## config.mk

```make
export PLATFORM = sky130hd
export DESIGN_NAME = ts_pulse_generator
export DESIGN_NICKNAME = d
export VERILOG_FILES = /design/src/rtl/ts_pulse_generator.sv
export SDC_FILE = /design/constraint.sdc
export NUM_CORES = 1
export LEC_CHECK = 0
export ABC_AREA = 1
export CAP_MARGIN = 20
export CORE_ASPECT_RATIO = 0.7
export CORE_MARGIN = 1
export CORE_UTILIZATION = 40
export DETAILED_ROUTE_END_ITERATION = 7
export SLEW_MARGIN = 5
export SYNTH_ARGS = -nofsm -noshare
export SYNTH_HDL_FRONTEND = slang
export SYNTH_SLANG_ARGS = --single-unit
```

## constraint.sdc

```tcl
create_clock -name clk_ref_i -period 7.2 [get_ports clk_ref_i]
set_clock_uncertainty 0.2 [all_clocks]
set_input_delay 1.8 -clock clk_ref_i [delete_from_list [all_inputs] [get_ports clk_ref_i]]
set_output_delay 1.8 -clock clk_ref_i [all_outputs]
set_load 0.01 [all_outputs]
```

## src/rtl/ts_pulse_generator.sv

```systemverilog
// Scheduled pulse generator: fires one pulse per queued (utc, coarse) timestamp
// when the local time counter reaches it; frac is passed through to the delay line.
module ts_pulse_generator #(
    parameter int g_frac_bits    = 12,
    parameter int g_coarse_range = 125000000,
    parameter int g_fifo_depth   = 4,
    parameter int g_pulse_width  = 3
) (
    input  logic                                clk_ref_i,
    input  logic                                rst_i,
    input  logic                                enable_i,
    input  logic [31:0]                         csync_utc_i,
    input  logic [27:0]                         csync_coarse_i,
    input  logic                                csync_p1_i,
    input  logic                                sched_valid_i,
    output logic                                sched_ready_o,
    input  logic [31:0]                         sched_utc_i,
    input  logic [27:0]                         sched_coarse_i,
    input  logic [g_frac_bits-1:0]              sched_frac_i,
    output logic                                pulse_o,
    output logic [g_frac_bits-1:0]              pulse_frac_o,
    output logic                                fire_p1_o,
    output logic                                miss_p1_o,
    output logic [$clog2(g_fifo_depth):0]       fifo_count_o,
    output logic [31:0]                         cntr_utc_o,
    output logic [27:0]                         cntr_coarse_o
);

    localparam int AW   = (g_fifo_depth > 1) ? $clog2(g_fifo_depth) : 1;
    localparam int CW   = $clog2(g_fifo_depth) + 1;
    localparam int PW_W = (g_pulse_width > 1) ? $clog2(g_pulse_width) : 1;
    localparam int EW   = 32 + 28 + g_frac_bits;

    localparam logic [27:0]   COARSE_LAST = 28'(g_coarse_range - 1);
    localparam logic [CW-1:0] DEPTH       = CW'(g_fifo_depth);
    localparam logic [PW_W-1:0] PW_LOAD   = PW_W'(g_pulse_width - 1);

    typedef enum logic [1:0] {
        ST_IDLE,
        ST_ARMED,
        ST_PULSE
    } state_t;

    state_t state, state_nxt;

    logic [EW-1:0]   mem [g_fifo_depth];
    logic [AW-1:0]   wr_ptr, rd_ptr;
    logic [CW-1:0]   count, count_nxt;
    logic [PW_W-1:0] pw_cnt;

    logic                   push, pop;
    logic                   do_fire, do_miss, pulse_end;
    logic                   head_eq, head_lt;
    logic [31:0]            head_utc;
    logic [27:0]            head_coarse;
    logic [g_frac_bits-1:0] head_frac;

    // Time counter: csync load has priority, then second wrap, then increment.
    always_ff @(posedge clk_ref_i) begin
        if (rst_i) begin
            cntr_utc_o    <= '0;
            cntr_coarse_o <= '0;
        end else if (csync_p1_i) begin
            if (csync_coarse_i == COARSE_LAST) begin
                cntr_coarse_o <= '0;
                cntr_utc_o    <= csync_utc_i + 32'd1;
            end else begin
                cntr_coarse_o <= csync_coarse_i + 28'd1;
                cntr_utc_o    <= csync_utc_i;
            end
        end else if (cntr_coarse_o >= COARSE_LAST) begin
            cntr_coarse_o <= '0;
            cntr_utc_o    <= cntr_utc_o + 32'd1;
        end else begin
            cntr_coarse_o <= cntr_coarse_o + 28'd1;
        end
    end

    assign sched_ready_o = enable_i && !rst_i && (count < DEPTH);
    assign fifo_count_o  = count;

    // Schedule storage carries no reset; occupancy is tracked by count alone.
    always_ff @(posedge clk_ref_i) begin
        if (push) begin
            mem[wr_ptr] <= {sched_utc_i, sched_coarse_i, sched_frac_i};
        end
    end

    assign {head_utc, head_coarse, head_frac} = mem[rd_ptr];
    assign head_eq = ({head_utc, head_coarse} == {cntr_utc_o, cntr_coarse_o});
    assign head_lt = ({head_utc, head_coarse} <  {cntr_utc_o, cntr_coarse_o});

    always_ff @(posedge clk_ref_i) begin
        if (rst_i || !enable_i) begin
            wr_ptr <= '0;
            rd_ptr <= '0;
            count  <= '0;
        end else begin
            if (push) wr_ptr <= wr_ptr + 1'b1;
            if (pop)  rd_ptr <= rd_ptr + 1'b1;
            count <= count_nxt;
        end
    end

    // Next-state decisions use the post-push/pop occupancy so a freshly
    // written entry is compared on the very next cycle.
    always_comb begin
        push      = sched_valid_i && sched_ready_o;
        pop       = 1'b0;
        do_fire   = 1'b0;
        do_miss   = 1'b0;
        pulse_end = 1'b0;
        state_nxt = state;

        case (state)
            ST_ARMED: begin
                if (enable_i && count != '0) begin
                    if (head_eq) begin
                        do_fire = 1'b1;
                        pop     = 1'b1;
                    end else if (head_lt) begin
                        do_miss = 1'b1;
                        pop     = 1'b1;
                    end
                end
            end
            ST_PULSE: pulse_end = (pw_cnt == '0);
            default: ;
        endcase

        count_nxt = count + CW'(push) - CW'(pop);

        case (state)
            ST_IDLE: begin
                if (count_nxt != '0) state_nxt = ST_ARMED;
            end
            ST_ARMED: begin
                if (do_fire)                state_nxt = ST_PULSE;
                else if (count_nxt == '0)   state_nxt = ST_IDLE;
            end
            ST_PULSE: begin
                if (pulse_end) state_nxt = (count_nxt != '0) ? ST_ARMED : ST_IDLE;
            end
            default: state_nxt = ST_IDLE;
        endcase

        if (!enable_i) state_nxt = ST_IDLE;
    end

    always_ff @(posedge clk_ref_i) begin
        if (rst_i) state <= ST_IDLE;
        else       state <= state_nxt;
    end

    // Output stage: pulse held for g_pulse_width cycles by a down-counter.
    always_ff @(posedge clk_ref_i) begin
        if (rst_i) begin
            pulse_o      <= 1'b0;
            pulse_frac_o <= '0;
            fire_p1_o    <= 1'b0;
            miss_p1_o    <= 1'b0;
            pw_cnt       <= '0;
        end else if (!enable_i) begin
            pulse_o   <= 1'b0;
            fire_p1_o <= 1'b0;
            miss_p1_o <= 1'b0;
            pw_cnt    <= '0;
        end else begin
            fire_p1_o <= do_fire;
            miss_p1_o <= do_miss;
            if (do_fire) begin
                pulse_o      <= 1'b1;
                pulse_frac_o <= head_frac;
                pw_cnt       <= PW_LOAD;
            end else if (state == ST_PULSE) begin
                if (pulse_end) pulse_o <= 1'b0;
                else           pw_cnt  <= pw_cnt - 1'b1;
            end
        end
    end

endmodule

```

# --- Word-level counts from Yosys, hierarchy flattened ---
# Memories as Yosys holds them, arrays and structs flattened. A register that Yosys moved wholly into a read port is not among the register bits.
# Cells that the tools add are included.
# W data, S select, Z words.
totals:
  word_cells: 90
  input_bits: 137
  mem_bits_ro: 0
  mem_count: 1
  latch_bits: 0
  ram_bits: 288
  ff_bits: 86
mem_list:
  columns: ["name", "words", "word_bits", "read_ports", "rd_ports_with_merged_regs", "write_ports", "line", "text"]
  rows:
  - ["mem", 4, 72, 1, 1, 1, "46", "logic [EW-1:0] mem [g_fifo_depth];"]
op_classes:
  n_reduce_logical: 23
  n_eq_ne: 8
  bitwise_logic: 4
  n_lt_le_gt_ge: 3
  mul: 0
  shift: 0
  add_sub_neg: 9
  div: 0
  mux: 30
op_table:
  columns: ["op", "count"]
  rows:
  - ["$mux W32", 3]
  - ["$mux W28", 3]
  - ["$add A32 B1 Y32 const B", 2]
  - ["$eq A60 B60 Y1", 1]
  - ["$lt A60 B60 Y1", 1]
  - ["$add A28 B1 Y28 const B", 2]
  - ["$eq A28 B27 Y1 const B", 1]
  - ["$ge A28 B27 Y1 const B", 1]
  - ["$mux W2", 9]
  - ["$mux W1", 14]
  - ["$reduce_and A2 Y1", 4]
  - ["$ne A2 B2 Y1 const B", 3]
  - ["$pmux W2 S3", 1]
  - ["$reduce_bool A2 Y1", 3]
  - ["$reduce_bool A3 Y1", 2]
  - ["$reduce_or A5 Y1", 1]
  - ["$add A2 B1 Y2 const B", 2]
  - ["$logic_and A1 B1 Y1", 4]
  - ["$logic_not A2 Y1", 2]
  - ["$not A1 Y1", 4]
  - ["$add A3 B1 Y3", 1]
  - ["$logic_not A3 Y1", 1]
  - ["$lt A3 B3 Y1 const B", 1]
  - ["$ne A3 B3 Y1 const B", 1]
  - ["9 further kinds", 10]

# --- Logic depth before layout (Yosys ltp) ---
# Gate-level depths: netlist of the first run.
depth:
  depth_word: 10
  ltp_mapped: 28

# --- Least setup slack after synthesis of the first run ---
# Ideal clock, no wire load.
synth_path:
  path_kind: "in2reg"
  start: "input rst_i"
  end: "memory mem[0][0] (netlist bit), enable pin"
  stages: 6
  slack_ns: 0.742
  required_ns: 6.497
  path_buffers: 1
  setup_ns: 0.503
  arrival_time_ns: 5.755
  cell_sequence: "clkbuf_1 inv_1 nand2_1 nor2_1 nand2_1 nor2_1"
synth_via:
  elab_chain_cells: 6
synth_lines:
  columns: ["element", "line", "text"]
  rows:
  - ["start: declaration", "10", "input logic rst_i,"]
  - ["$logic_not A1 Y1", "79", "assign sched_ready_o = enable_i && !rst_i && (count < DEPTH);"]
  - ["$logic_and A1 B1 Y1 (2 in series)", "79", null]
  - ["net sched_ready_o", "16", "output logic sched_ready_o,"]
  - ["$logic_and A1 B1 Y1", "108", "push = sched_valid_i && sched_ready_o;"]
  - ["$mux W1", "84", "if (push) begin"]
  - ["$mux W1 (not written as such)", "85", "mem[wr_ptr] <= {sched_utc_i, sched_coarse_i, sched_frac_i};"]
  - ["end: declaration", "46", null]
# The timed path passes the listed nets, and every way through them passes these cells.

==> reports/results.ini, run 1 <==
[sta]
holdWs_ns = 0.2812
tightestPinTransition_ns = 1.097
slew_viol_final = 0
setup-tns-final_ns = 0
hold_viol_final = 0
grt_setup_unrepaired = no
fin_ws_ns = 1.361
setup_viol = 0
max_slew_margin_pct = 26.89
timing.final.crit_period_ns = 5.839
fmax_ghz = 0.1713
finalCritPeriodShare_pct = 81.10

[place]
io_buffers = 215
gp_congestion = 0.9321
dp_worst_setup_slack_ns = 1.439
post-dp-hpwl_um = 41410
dp.cells = 3017

[setup_path]
end_kind = flop
cp.required_ns = 7.42
slowest_delay_ns = 0.74
crit_fanout = 80
cpMostUsedCell = nand2_1
critPathBufInv = 5
critPathSlowestCell = buf_4
path_cells = buf_4 > buf_4 > o21ai_0 > o22ai_1 > ha_1 > nand2_1 > nor2_1 > nand2_1 > nor2_1 > nand2_1 > inv_1 > nand3_1 > nand2_1 > ha_1 > inv_1 > ha_1 > inv_1 > fa_1 > xnor2_1 > xor2_1 > nand3_1 > nand3_1 > a21oi_1
arrival_ns = 6.06
cp_top_family = simple AND/OR/NAND/NOR gates
start_kind = flop
criticalPathCategory = reg2reg

[floorplanning]
dieWidth_um = 266.0
start_util_pct = 40.62
core_area_sq_um = 48030
num_io_pins = 216
die-area_sq_um = 49680
dieHeight_um = 186.8
row_count = 67

[route]
drtPass1Iterations = 5
drt.antenna.violating_nets = 0
viasPerCell = 5.233
wire_per_inst_um = 18.89
drtIter0Drc = 1462
drc = 0
wl_um = 58340
vias = 16166

[yosys]
synth_edf_count = 288
async_reset_ff_share_pct = 0
synth-compound-area-share_pct = 10.58
syn-instance-count = 2211
synth_seq_cells = 376
synth_area_leader_cell = edfxtp_1
synth_cell_types = 56
syn-cell-area_sq_um = 19510
ys_warn_count = 0
synthSimpleGateAreaFrac_pct = 22.83
yosys-top-cells-area = edfxtp_1, dfxtp_1, nand2_1
seq_area_frac_synth_pct = 53.36
syn_area_per_cell_sq_um = 8.824
synthXorXnorAreaFrac_pct = 2.200
synth_mux_area_share_pct = 0
synth_top_family_by_area = simple AND/OR/NAND/NOR gates
synth_nets = 2419
yosysTopAreaCellShare_pct = 44.33
synthAdderAreaFrac_pct = 4.592
synthFlopType = edfxtp_1

[power_and_ir_drop]
vdd_drop_max_v = 0.0001589
power.leakage_uw = 0.008792
power_uw = 4873
power.density_nw_per_um2 = 207.4

[cts]
cts_htree_levels = 2
cts_root_buffer = clkbuf_16
cts-resized-gates = 0
cts_tree = yes
cts.clk_slew.worst_paths_ns = 0.06
cts_sinks = 376
cts_setup_buffers = 0
clk_latency_ns = 0.54
numCtsBuffers = 37
clockBufferDepth = 3
hold_buffers = 0

[global_route]
grt_max_degree = 83
grt_pass1_vias = 14817
grt_pass1_wl_um = 88520
antenna_found_initial = 5
grt.total_usage_pct = 23.12
overflow = 0

[final_layout]
drive_above_1_share_pct = 5.473
finalNetCount = 2609
area_growth_pct = 20.43
finalNonFillerCells = 3089

[hold_path]
hold_start = pulse_frac_o[9]
hold_class = reg2reg

[run]
max_cap_viol_count = 0

[status]
outcome = finished clean

-- synthesized netlist by cell type, drive strengths merged, types with 6 or more instances --
master	count
a21o	6
a21oi	64
buf	30
clkbuf	51
dfxtp	88
edfxtp	288
ha	70
inv	218
nand2	424
nand3	124
nand3b	9
nand4	43
nor2	351
nor3	68
nor4	9
o21ai	220
o22ai	72
xnor2	8
xor2	41
-- cells by family after synthesis --
group | Yosys count
AO/OA/AOI/OAI | 379
XOR/XNOR | 49
adder cells (fa/ha/maj) | 71
buffers and inverters | 301
flip-flops | 376
AND/OR/NAND/NOR | 1035
-- worst min-delay path, stage by stage, from the launching register on --
cell,delay [ns]
dfxtp_1,0.32
nor2_1,0.04
nor2_1,0.08
-- power by group --
part	internal (uW)	switching (uW)	total (uW)	leakage [uW]
sequential	2370	47.5	2420	0.00333
combinational	199	266	466	0.00485
clock	1140	847	1990	0.000615
-- per-layer routing --
layer	up-vias	GRT usage [%]	routed length [um]
li1	7933	-	-
met1	7695	33.86	27490
met2	469	36.28	26630
met3	67	3.299	3343
met4	2	4.863	862
met5	-	0	12
-- final timing paths --
check / depth (start not counted) / slack (ns) / to
max: 23 / 1.36 / state[0]
min: 2 / 0.28 / pulse_frac_o[9]
max reg2reg: 23 / 1.36 / state[0]
min reg2reg: 2 / 0.28 / pulse_frac_o[9]
-- flip-flops by register name, summed over array words and instances, names as in the netlist, 2 cells and up, named ones only --
| register | count |
|---|---|
| mem | 288 |
| fifo_count_o | 3 |
| pulse_frac_o | 12 |
| cntr_utc_o | 32 |
| pw_cnt | 2 |
| rd_ptr | 2 |
| wr_ptr | 2 |
| cntr_coarse_o | 28 |
| state | 2 |
-- cell type report --
class | instances | area, sq um
Clock inverter | 16 | 185.2
Inverter | 220 | 834.6
Sequential cell | 376 | 10420
Fill cell | 4573 | 24540
Antenna cell | 4 | 10.01
Clock buffer | 52 | 1054
Timing Repair Buffer | 232 | 2305
Tap cell | 655 | 819.5
Multi-Input combinational cell | 1534 | 7873
-- stage by stage --
stage,instance area [sq um],util [%]
3_3_place_gp,22250,46.31
3_5_place_dp,22250,46.31
2_1_floorplan,19510,-
6_report,23500,48.91
4_1_cts,23490,48.89
5_1_grt,23500,48.91
-- layout by cell type (no fill, tap or decap), types with 60 or more instances in the layout --
cell type,n
a21oi_1,62
clkdlybuf4s50_1,215
nor3_1,60
edfxtp_1,288
o22ai_1,72
nor2_1,335
o21ai_0,213
inv_1,208
ha_1,70
dfxtp_1,86
nand2_1,418
nand3_1,120
Note: power is estimated with default switching activity, not from simulation.
==> inputs of run 2 (changes only) <==
- clock period: 7.2 -> 5.9 ns (I/O delays scaled with it)
==> run 2 against run 1 <==
Clock-buffer cell count decreased by 3. Worst hold slack improved by 0.0034 ns. Critical path depth increased by 1. Sequential share of layout area is 0.18 points higher. Utilization fell by 0.20 points. Worst setup slack worse by 0.34 ns. Sequential power is 22% higher. Clock power increased by 11%.
==> reports/results.ini, run 2 (synthesis gave the netlist of run 1 again) <==
[cts]
cts.clk_slew.worst_paths_ns = 0.06
clk_latency_ns = 0.54
numCtsBuffers = 36
cts-resized-gates = 0
hold_buffers = 0
cts_tree = yes
cts_sinks = 376
cts_setup_buffers = 0
cts_root_buffer = clkbuf_16
clockBufferDepth = 3
cts_htree_levels = 2

[status]
outcome = finished clean

[power_and_ir_drop]
p_int_uw = 4362
vdd_drop_max_v = 0.0001564
power.leakage_uw = 0.008717
clkPwrFrac_pct = 38.5
power.density_nw_per_um2 = 244.4
switching_share_pct = 23.74
power_uw = 5720
combinationalPowerShare_pct = 9.9
p_seq_share_pct = 51.6
p_switching_uw = 1358

[setup_path]
start_kind = flop
timing.rr.end = state[0]
slowest_delay_ns = 0.42
criticalPathCategory = reg2reg
cpMostUsedCell = nand2_1
crit_fanout = 46
rrSetupSlack_ns = 1.02
critPathSlowestCell = clkinv_2
arrival_ns = 5.09
end_kind = flop
critPathBufInv = 6
rr_worst_depth = 24
path_cells = clkinv_2 > buf_12 > o21ai_0 > o22ai_1 > ha_1 > nand2_1 > nor2_1 > nand2_1 > nor2_1 > nand2_1 > inv_1 > nand3_1 > buf_4 > nand2_1 > ha_1 > inv_1 > ha_1 > inv_1 > fa_1 > xnor2_1 > xor2_1 > nand3_1 > o211ai_1 > a21oi_1
cp.required_ns = 6.11
cp_top_family = buffers and inverters

[sta]
setup_viol = 0
slew_viol_final = 0
max_slew_margin_pct = 30.33
finalCritPeriodShare_pct = 82.65
setup-tns-final_ns = 0
hold_viol_final = 0
fmax_ghz = 0.2051
timing.final.crit_period_ns = 4.877
grt_setup_unrepaired = no
tightestPinTransition_ns = 1.041

[place]
dp.cells = 3018
gp_congestion = 0.9125
dpl-instance-area_sq_um = 22300
post-dp-hpwl_um = 40700
io_buffers = 215

[route]
wl_um = 57520
drc = 0
drt.antenna.violating_nets = 0
vias = 16162
drtPass1Iterations = 5
wire_per_inst_um = 18.66
viasPerCell = 5.242
drtIter0Drc = 1380

[final_layout]
largestRegisters = mem (288), cntr_utc_o (32), cntr_coarse_o (28)
fillers = 4532
area_growth_pct = 19.94
final_cell_mix = nand2_1, nor2_1, edfxtp_1
fin_area_sq_um = 23400
fin_util_pct = 48.72
final_common_cell = nand2_1
regMostFlops = mem
drive_above_1_share_pct = 5.027
finalNonFillerCells = 3083
largest_reg_flops = 288
finalNetCount = 2609

[hold_path]
holdPathStages = 2
hold_class = reg2reg
hold_path_end = pulse_frac_o[0]
hold_start = pulse_frac_o[0]

[global_route]
grt.total_usage_pct = 23.03
grt_pass1_wl_um = 88570
overflow = 0
grt_pass1_vias = 15261
antenna_found_initial = 2
grt_max_degree = 145

[floorplanning]
die-area_sq_um = 49680
num_io_pins = 216
row_count = 67
dieHeight_um = 186.8
start_util_pct = 40.62
dieWidth_um = 266.0
core_area_sq_um = 48030

[run]
max_cap_viol_count = 0

run 2: layer usage:
metal	part of all wire, %	global-route usage (%)	vias to the layer above
met5	0.023	0	-
met4	1.3	3.979	2
met1	46	32.75	7709
met3	6.2	3.589	55
met2	47	37.47	452
li1	-	-	7944
run 2: worst min-delay path, stage by stage, from the launching register on:
cell and delay [ns]:
dfxtp_1 0.32, nor2_1 0.05, nor2_1 0.08
run 2: area by class of cell:
class	count	area [sq um]	area share (%)
antenna	1	2.502	0.01069
clock buffer	49	991.0	4.235
clock inverter	15	103.9	0.4438
inverter	220	834.6	3.566
multi-input combinational	1534	7873	33.64
sequential	376	10420	44.51
tap	655	819.5	3.502
timing repair buffer	233	2362	10.09
run 2: how the worst max path moves through the flow:
stage,start,endpoint,cells after the start
detailed placement,rst_i,sched_ready_o,5
CTS,rst_i,sched_ready_o,5
floorplan,rst_i,mem[0][0],6
global placement,rst_i,sched_ready_o,5
finish,flop,state[0],24
global route,flop,state[0],24
run 2: per-stage QoR:
step           hold WS (ns)  setup slack [ns]
2_1_floorplan        0.2655           -0.2333
3_3_place_gp         0.2683             1.060
3_5_place_dp         0.2772             1.020
4_1_cts              0.2893             1.020
5_1_grt              0.3129            0.5545
6_report             0.2846             1.023
run 2: power by group through the flow:
| stage | Combinational, uW | Clock [uW] | Sequential, uW |
|---|---|---|---|
| 3_3_place_gp | 561 | 0 | 3010 |
| 2_1_floorplan | 272 | 0 | 3000 |
| 3_5_place_dp | 570 | 0 | 3010 |
| 4_1_cts | 573 | 2250 | 2950 |
| 5_1_grt | 633 | 2350 | 2960 |
| 6_report | 567 | 2200 | 2950 |
